<file path="config.mk">
export PLATFORM = sky130hd
export DESIGN_NAME = paralelo_serial_param
export DESIGN_NICKNAME = d
export VERILOG_FILES = /design/src/rtl/paralelo_serial_param.sv
export SDC_FILE = /design/constraint.sdc
export NUM_CORES = 1
export LEC_CHECK = 0
export CORE_ASPECT_RATIO = 0.75
export CORE_MARGIN = 2
export CORE_UTILIZATION = 50
export DETAILED_ROUTE_END_ITERATION = 7
export HOLD_SLACK_MARGIN = 0.1
export PLACE_DENSITY = 0.72
export RECOVER_POWER = 100
export SKIP_LAST_GASP = 1
export SLEW_MARGIN = 5
export SYNTH_ARGS = -nofsm -noshare
export SYNTH_HDL_FRONTEND = slang
export SYNTH_SLANG_ARGS = --single-unit
</file>
<file path="constraint.sdc">
create_clock -name clk_32f -period 2.8 [get_ports clk_32f]
set_input_delay 0.28 -clock clk_32f [delete_from_list [all_inputs] [get_ports clk_32f]]
set_output_delay 0.28 -clock clk_32f [all_outputs]
set_load 0.02 [all_outputs]
</file>
<file path="src/rtl/paralelo_serial_param.sv">
// paralelo_serial_param: parallel-to-serial converter with an input FIFO.
// Words are shifted out one bit per clk_32f. When no word is waiting at a
// symbol boundary, the IDLE filler symbol is sent and counted.
module paralelo_serial_param #(
  parameter int              WIDTH     = 8,
  parameter logic [WIDTH-1:0] IDLE     = WIDTH'(8'hBC),
  parameter int              MSB_FIRST = 1,
  parameter int              DEPTH     = 4
) (
  input  logic                     clk_32f,
  input  logic                     reset,
  input  logic [WIDTH-1:0]         data_in,
  input  logic                     valid_in,
  output logic                     ready_out,
  output logic                     data_out,
  output logic                     sym_start,
  output logic                     idle_out,
  output logic [$clog2(DEPTH):0]   fifo_count,
  output logic [7:0]               idle_cnt
);

  localparam int CW = $clog2(WIDTH);
  localparam int AW = $clog2(DEPTH);
  localparam logic [CW-1:0] LAST_BIT   = CW'(WIDTH - 1);
  localparam logic [AW:0]   FULL_COUNT = (AW + 1)'(DEPTH);

  logic [CW-1:0]    bit_cnt;
  logic [WIDTH-1:0] shift_reg;
  logic [WIDTH-1:0] mem [DEPTH];
  logic [AW-1:0]    wr_ptr;
  logic [AW-1:0]    rd_ptr;
  logic [AW:0]      count;
  logic             idle_flag;
  logic [7:0]       idle_sat;

  logic boundary;
  logic push;
  logic pop;

  // A boundary pops only words that were already stored before this edge,
  // so a word written on the boundary edge waits for the next symbol.
  assign boundary = (bit_cnt == LAST_BIT);
  assign push     = valid_in && ready_out;
  assign pop      = boundary && (count != '0);

  assign ready_out  = (count < FULL_COUNT);
  assign sym_start  = (bit_cnt == '0);
  assign data_out   = (MSB_FIRST != 0) ? shift_reg[WIDTH-1] : shift_reg[0];
  assign idle_out   = idle_flag;
  assign fifo_count = count;
  assign idle_cnt   = idle_sat;

  // Bit position within the current symbol, wrapping at the symbol boundary.
  always_ff @(posedge clk_32f or posedge reset) begin
    if (reset) begin
      bit_cnt <= '0;
    end else if (boundary) begin
      bit_cnt <= '0;
    end else begin
      bit_cnt <= bit_cnt + 1'b1;
    end
  end

  // Shift register: loads a stored word or IDLE at each boundary, shifts otherwise.
  always_ff @(posedge clk_32f or posedge reset) begin
    if (reset) begin
      shift_reg <= IDLE;
      idle_flag <= 1'b1;
      idle_sat  <= 8'd0;
    end else if (boundary) begin
      if (pop) begin
        shift_reg <= mem[rd_ptr];
        idle_flag <= 1'b0;
      end else begin
        shift_reg <= IDLE;
        idle_flag <= 1'b1;
        if (idle_sat != 8'hFF) begin
          idle_sat <= idle_sat + 1'b1;
        end
      end
    end else if (MSB_FIRST != 0) begin
      shift_reg <= {shift_reg[WIDTH-2:0], 1'b0};
    end else begin
      shift_reg <= {1'b0, shift_reg[WIDTH-1:1]};
    end
  end

  // FIFO pointers and occupancy; pointers wrap naturally since DEPTH is a power of 2.
  always_ff @(posedge clk_32f or posedge reset) begin
    if (reset) begin
      wr_ptr <= '0;
      rd_ptr <= '0;
      count  <= '0;
    end else begin
      if (push) begin
        wr_ptr <= wr_ptr + 1'b1;
      end
      if (pop) begin
        rd_ptr <= rd_ptr + 1'b1;
      end
      case ({push, pop})
        2'b10:   count <= count + 1'b1;
        2'b01:   count <= count - 1'b1;
        default: count <= count;
      endcase
    end
  end

  // FIFO storage; reset only needs to clear the pointers, not the contents.
  always_ff @(posedge clk_32f) begin
    if (push) begin
      mem[wr_ptr] <= data_in;
    end
  end

endmodule

</file>
; ---- After elaboration in Yosys (flattened, before gate mapping)
; Memories as Yosys holds them, arrays and structs flattened.
; Index checks and enable logic that the tools add are counted.
[totals]
word_cells = 33
regBits = 27
ramBits = 32
memories = 1
[classes]
add_sub_neg = 6
n_reduce_logical = 6
bitwise = 1
magnitude_cmp = 1
n_eq_ne = 4
muxes = 7
[memory_table]
columns = name, depth, word_bits, read_ports, rd_ports_with_merged_regs, write_ports, line
row1 = mem, 4, 8, 1, 0, 1, 29  ; logic [WIDTH-1:0] mem [DEPTH];
[op_table]
columns = operator, count
row1 = $mux W8, 2
row2 = $add A8 B1 Y8 const B, 1
row3 = $ne A8 B8 Y1 const B, 1
row4 = $add A3 B1 Y3 const B, 2
row5 = $pmux W3 S2, 1
row6 = $add A2 B1 Y2 const B, 2
row7 = $eq A3 B3 Y1 const B, 1
row8 = $logic_not A3 Y1, 1
row9 = $lt A3 B3 Y1 const B, 1
row10 = $mux W1, 3
row11 = $mux W3, 1
row12 = $reduce_and A3 Y1, 1
row13 = $reduce_bool A3 Y1, 1
row14 = $sub A3 B1 Y3 const B, 1
row15 = $eq A2 B1 Y1 const B, 1
row16 = $eq A2 B2 Y1 const B, 1
row17 = $logic_and A1 B1 Y1, 2
row18 = $reduce_bool A2 Y1, 1
row19 = $not A1 Y1, 1

; ---- Logic depth before layout (Yosys ltp)
[depth]
ltp_word = 4
mapped_depth = 11
depth_no_buf = 10

; ---- Least setup slack after synthesis
; No wires, ideal clock.
[synth_timing]
path_type = register -> register
from = reg bit_cnt[0]
to = reg count[2] (netlist: fifo_count[2])
path_buffers = 1
arrival_time_ns = 1.930
required_time_ns = 2.672
period_less_slack_ns = 2.058
slack_ns = 0.742
path_stages_with_launch = 12
cell_sequence = dfrtp_1 ha_1 ha_1 buf_4 o31ai_2 inv_1 ha_1 inv_1 fa_1 xor2_1 nor2_1 xnor2_1
[synth_between]
elab_chain_len = 4
elab_cells_between_ends = 6
[synth_lines]
columns = element, line
row1 = from (decl), 27  ; logic [CW-1:0] bit_cnt;
row2 = from (signal assigned), 60  ; bit_cnt <= bit_cnt + 1'b1;
row3 = $eq A3 B3 Y1 (*), 42  ; assign boundary = (bit_cnt == LAST_BIT);
row4 = $logic_and A1 B1 Y1 (*), 44  ; assign pop = boundary && (count != '0);
row5 = $eq A2 B1 Y1 / $eq A2 B2 Y1 (equally long branches), 101  ; case ({push, pop})
row6 = $pmux W3 S2 / $reduce_bool A2 Y1 (equally long branches), --
row7 = to (signal assigned), 102  ; 2'b10: count <= count + 1'b1;
row8 = to (signal assigned), 103  ; 2'b01: count <= count - 1'b1;
row9 = to (signal assigned), 104  ; default: count <= count;
row10 = to (decl), 32  ; logic [AW:0] count;
; Mark *: on every way between the ends. The rest lies on a longest branch, timed or not.
; A chain may end at the register's enable or synchronous reset.

; ---- Worst setup path in the final report
; Same ends and word-level chain as after synthesis.

==> flow_summary_export.csv <==
group,metric,value,unit
status,run_status,"finished clean",
floorplan,io_pins,26,
setup_path,r2r_slack,0.36,ns
sta,skew,0.00541,ns
setup_path,crit_arrival,2.69,ns
sta,grt_setup_unrepaired,"false",
sta,clock.fmax,0.410,GHz
floorplan,die-area,5490,sq um
global_route,grt_pass1_wl,6470,microns
synthesis,syn_inst,151,
route,wl_per_cell,16.0,microns
synthesis,synth-xor-area-share,0.0250,
route,firstDrtPassIters,4,
synthesis,synth_compound_area_frac,0.0546,
cells_and_area,multi_input_area,732,sq um
clocking,insertion_delay,0.33,ns
sta,fin_crit,2.44,ns
clocking,postCtsHoldBufs,0,
synthesis,synth_top_cell_area_share,0.392,
cells_and_area,fin_nets,204,
setup_path,endpoint_kind,"flip-flop",
route,drc,0,
clocking,clk_path_buf_depth,2,
global_route,grt_util_all_layers,0.167,
cells_and_area,final_cells,248,
floorplan,die_w,84.9,microns
route,ant_nets,0,
route,vias,1306,
clocking,cts_tree,"yes",
setup_path,worst-path-max-fanout,10,
setup_path,reg2reg_from,"bit_cnt[0]$_DFF_PP0_",
global_route,grt_pass1_vias,1308,
global_route,antenna_found_initial,0,
power_and_ir_drop,power_leakage,1.18,nW
cells_and_area,largest_reg_flops,32,
synthesis,yosys.area.top_type,"edfxtp_1",
cells_and_area,diodes,0,
sta,worstMarginPinSlew,0.997,ns
sta,tns,0,ns
synthesis,muxShareOfSynthArea,0.0954,
placed_design,dp_cells,232,
synthesis,yosys_warnings,0,
min_path,holdPathEnd,"bit_cnt[0]$_DFF_PP0_",
sta,maxSlewViolCount,0,
setup_path,reg2regPathDepth,10,
synthesis,synth-adder-area-share,0.0541,
power_and_ir_drop,peakVddDrop,0.477,mV
setup_path,critPathLaunchType,"flip-flop",
cells_and_area,layout-drive-gt1-share,0.176,
route,drt-total-wl,3960,microns
floorplan,placement_rows,22,
cells_and_area,fill_cells,359,
sta,fin_crit_sh,0.871,
power_and_ir_drop,powerDensity,928,nW/um^2
min_path,whs_path_depth,1,
floorplan,die_h,64.7,microns
clocking,cts_resized,0,
clocking,cts_sinks,59,
synthesis,synth.cell_area,2450,sq um
placed_design,io_buffers,25,
synthesis,yosys.area_share.simple,0.0740,
cells_and_area,syn2layout_area_growth,20.5,%
global_route,grt_start_max_net_pins,28,
floorplan,coreArea,4820,sq um
synthesis,synthTopCellsByArea,"edfxtp_1 39%, dfrtp_1 21%, mux4_2 7.3%",
clocking,cts_setup_buffers,0,
route,viasPerCell,5.27,
placed_design,dp_hpwl,2870,microns
clocking,clk_pin_slew_worst_paths,0.06,ns
placed_design,placedInstanceArea,2760,sq um
clocking,htreeDepth,3,
setup_path,critPathKind,"flip-flop to flip-flop",
clocking,root_buffer,"clkbuf_8",
cells_and_area,final_cell_mix,"32 x edfxtp_1, 24 x dlygate4sd3_1, 21 x dfrtp_1",
synthesis,syn_avg_cell_area,16.2,sq um
sta,relSlewSlack,0.334,
synthesis,synth_nets,172,
clocking,cts_buffers,9,
sta,setup_viol,0,
power_and_ir_drop,p_total,2.74,mW
job,drv_cap,0,
synthesis,synth_top_family_by_area,"multiplexers",
floorplan,start_util,0.509,
cells_and_area,final_common_cell,"edfxtp_1",
synthesis,yosysSeqAreaShare,0.670,
cells_and_area,utilization,0.614,
cells_and_area,area.sequential,1640,sq um
min_path,hp-start,"bit_cnt[0]$_DFF_PP0_",
global_route,grt_overflow_total,0,
synthesis,synth_cell_types,37,
sta,hold_viol_final,0,
route,drt_iter0_drc,62,
setup_path,reg2reg_to,"fifo_count[2]$_DFFE_PP0P_",
placed_design,gp_congestion,0.727,
cells_and_area,fin_area,2960,sq um
synthesis,ys_seq_elements,59,
setup_path,required,3.05,ns
min_path,hold_class,"flip-flop to flip-flop",
[per-stage QoR]
step / setup slack [ns] / hold slack (ns)
after floorplan: 0.742 / 0.328
after detailed placement: 0.351 / 0.451
final: 0.361 / 0.456
after global placement: 0.529 / 0.437
after global routing: 0.144 / 0.491
after CTS: 0.326 / 0.459
[area by class of cell]
cell class	instances	share of cell area
Clock inverter	5	0.0262
Clock buffer	11	0.0445
Sequential cell	59	0.556
Multi-Input combinational cell	76	0.248
Timing Repair Buffer	25	0.0847
Tap cell	60	0.0254
Inverter	12	0.0152
[critical path: stages (launching register included)]
cell and delay (ns):
dfrtp_1 0.37, ha_1 0.16, ha_1 0.37, o31ai_2 0.24, inv_1 0.17, ha_1 0.21, inv_1 0.06, fa_1 0.37
xor2_1 0.15, nor2_1 0.13, xnor2_1 0.13
[report_power, final]
part / internal, mW / leakage (nW) / total, mW / switching [mW]
combinational: 0.326 / 0.452 / 0.621 / 0.295
clock: 0.498 / 0.103 / 0.808 / 0.310
sequential: 1.14 / 0.621 / 1.31 / 0.174
total: 1.96 / 1.18 / 2.74 / 0.779
[cell families after synthesis]
group | count (synthesis)
AOI/OAI and AO/OA | 18
xor gates and xnor gates | 7
adders and majority gates | 10
buffers and inverters | 16
DFF | 59
muxes | 13
and+or+nand+nor | 28
[cells in the mapped netlist]
cell type	number
and3_1	2
buf_2	1
o31ai_2	1
a211oi_1	1
a21oi_1	5
and2_1	4
nor2b_1	4
nand2b_1	2
nand4_1	1
o21ba_2	1
a22o_1	2
mux4_2	8
a21o_1	1
dfrtp_1	21
dfstp_2	6
or2_2	1
o22a_1	5
nand4_2	1
xor2_1	1
nor4b_4	1
nor3_2	1
clkbuf_1	2
edfxtp_1	32
nor2_1	4
inv_1	12
nand2_1	5
and4_1	1
mux2_1	2
xnor2_1	6
mux2_2	1
fa_1	1
o21ai_1	1
mux2i_1	2
buf_4	1
o21ai_0	1
ha_1	9
nand3_1	1
[how the worst max path moves through the flow]
stage                                      to  depth (start not counted)                  from
floorplan           fifo_count[2]$_DFFE_PP0P_                         11  bit_cnt[0]$_DFF_PP0_
global placement    fifo_count[2]$_DFFE_PP0P_                         10  bit_cnt[0]$_DFF_PP0_
detailed placement  fifo_count[2]$_DFFE_PP0P_                         10  bit_cnt[0]$_DFF_PP0_
CTS                 fifo_count[2]$_DFFE_PP0P_                         10  bit_cnt[0]$_DFF_PP0_
global route        fifo_count[2]$_DFFE_PP0P_                         10  bit_cnt[0]$_DFF_PP0_
finish              fifo_count[2]$_DFFE_PP0P_                         10  bit_cnt[0]$_DFF_PP0_
[per-layer routing]
metal | vias up | track usage | wire (microns)
met5 | - | 0 | 0
met4 | 0 | 0.0833 | 82
met3 | 9 | 0.0701 | 154
met2 | 18 | 0.255 | 1940
met1 | 664 | 0.205 | 1790
li1 | 615 | - | -
Note: power is estimated with default switching activity, not from simulation.
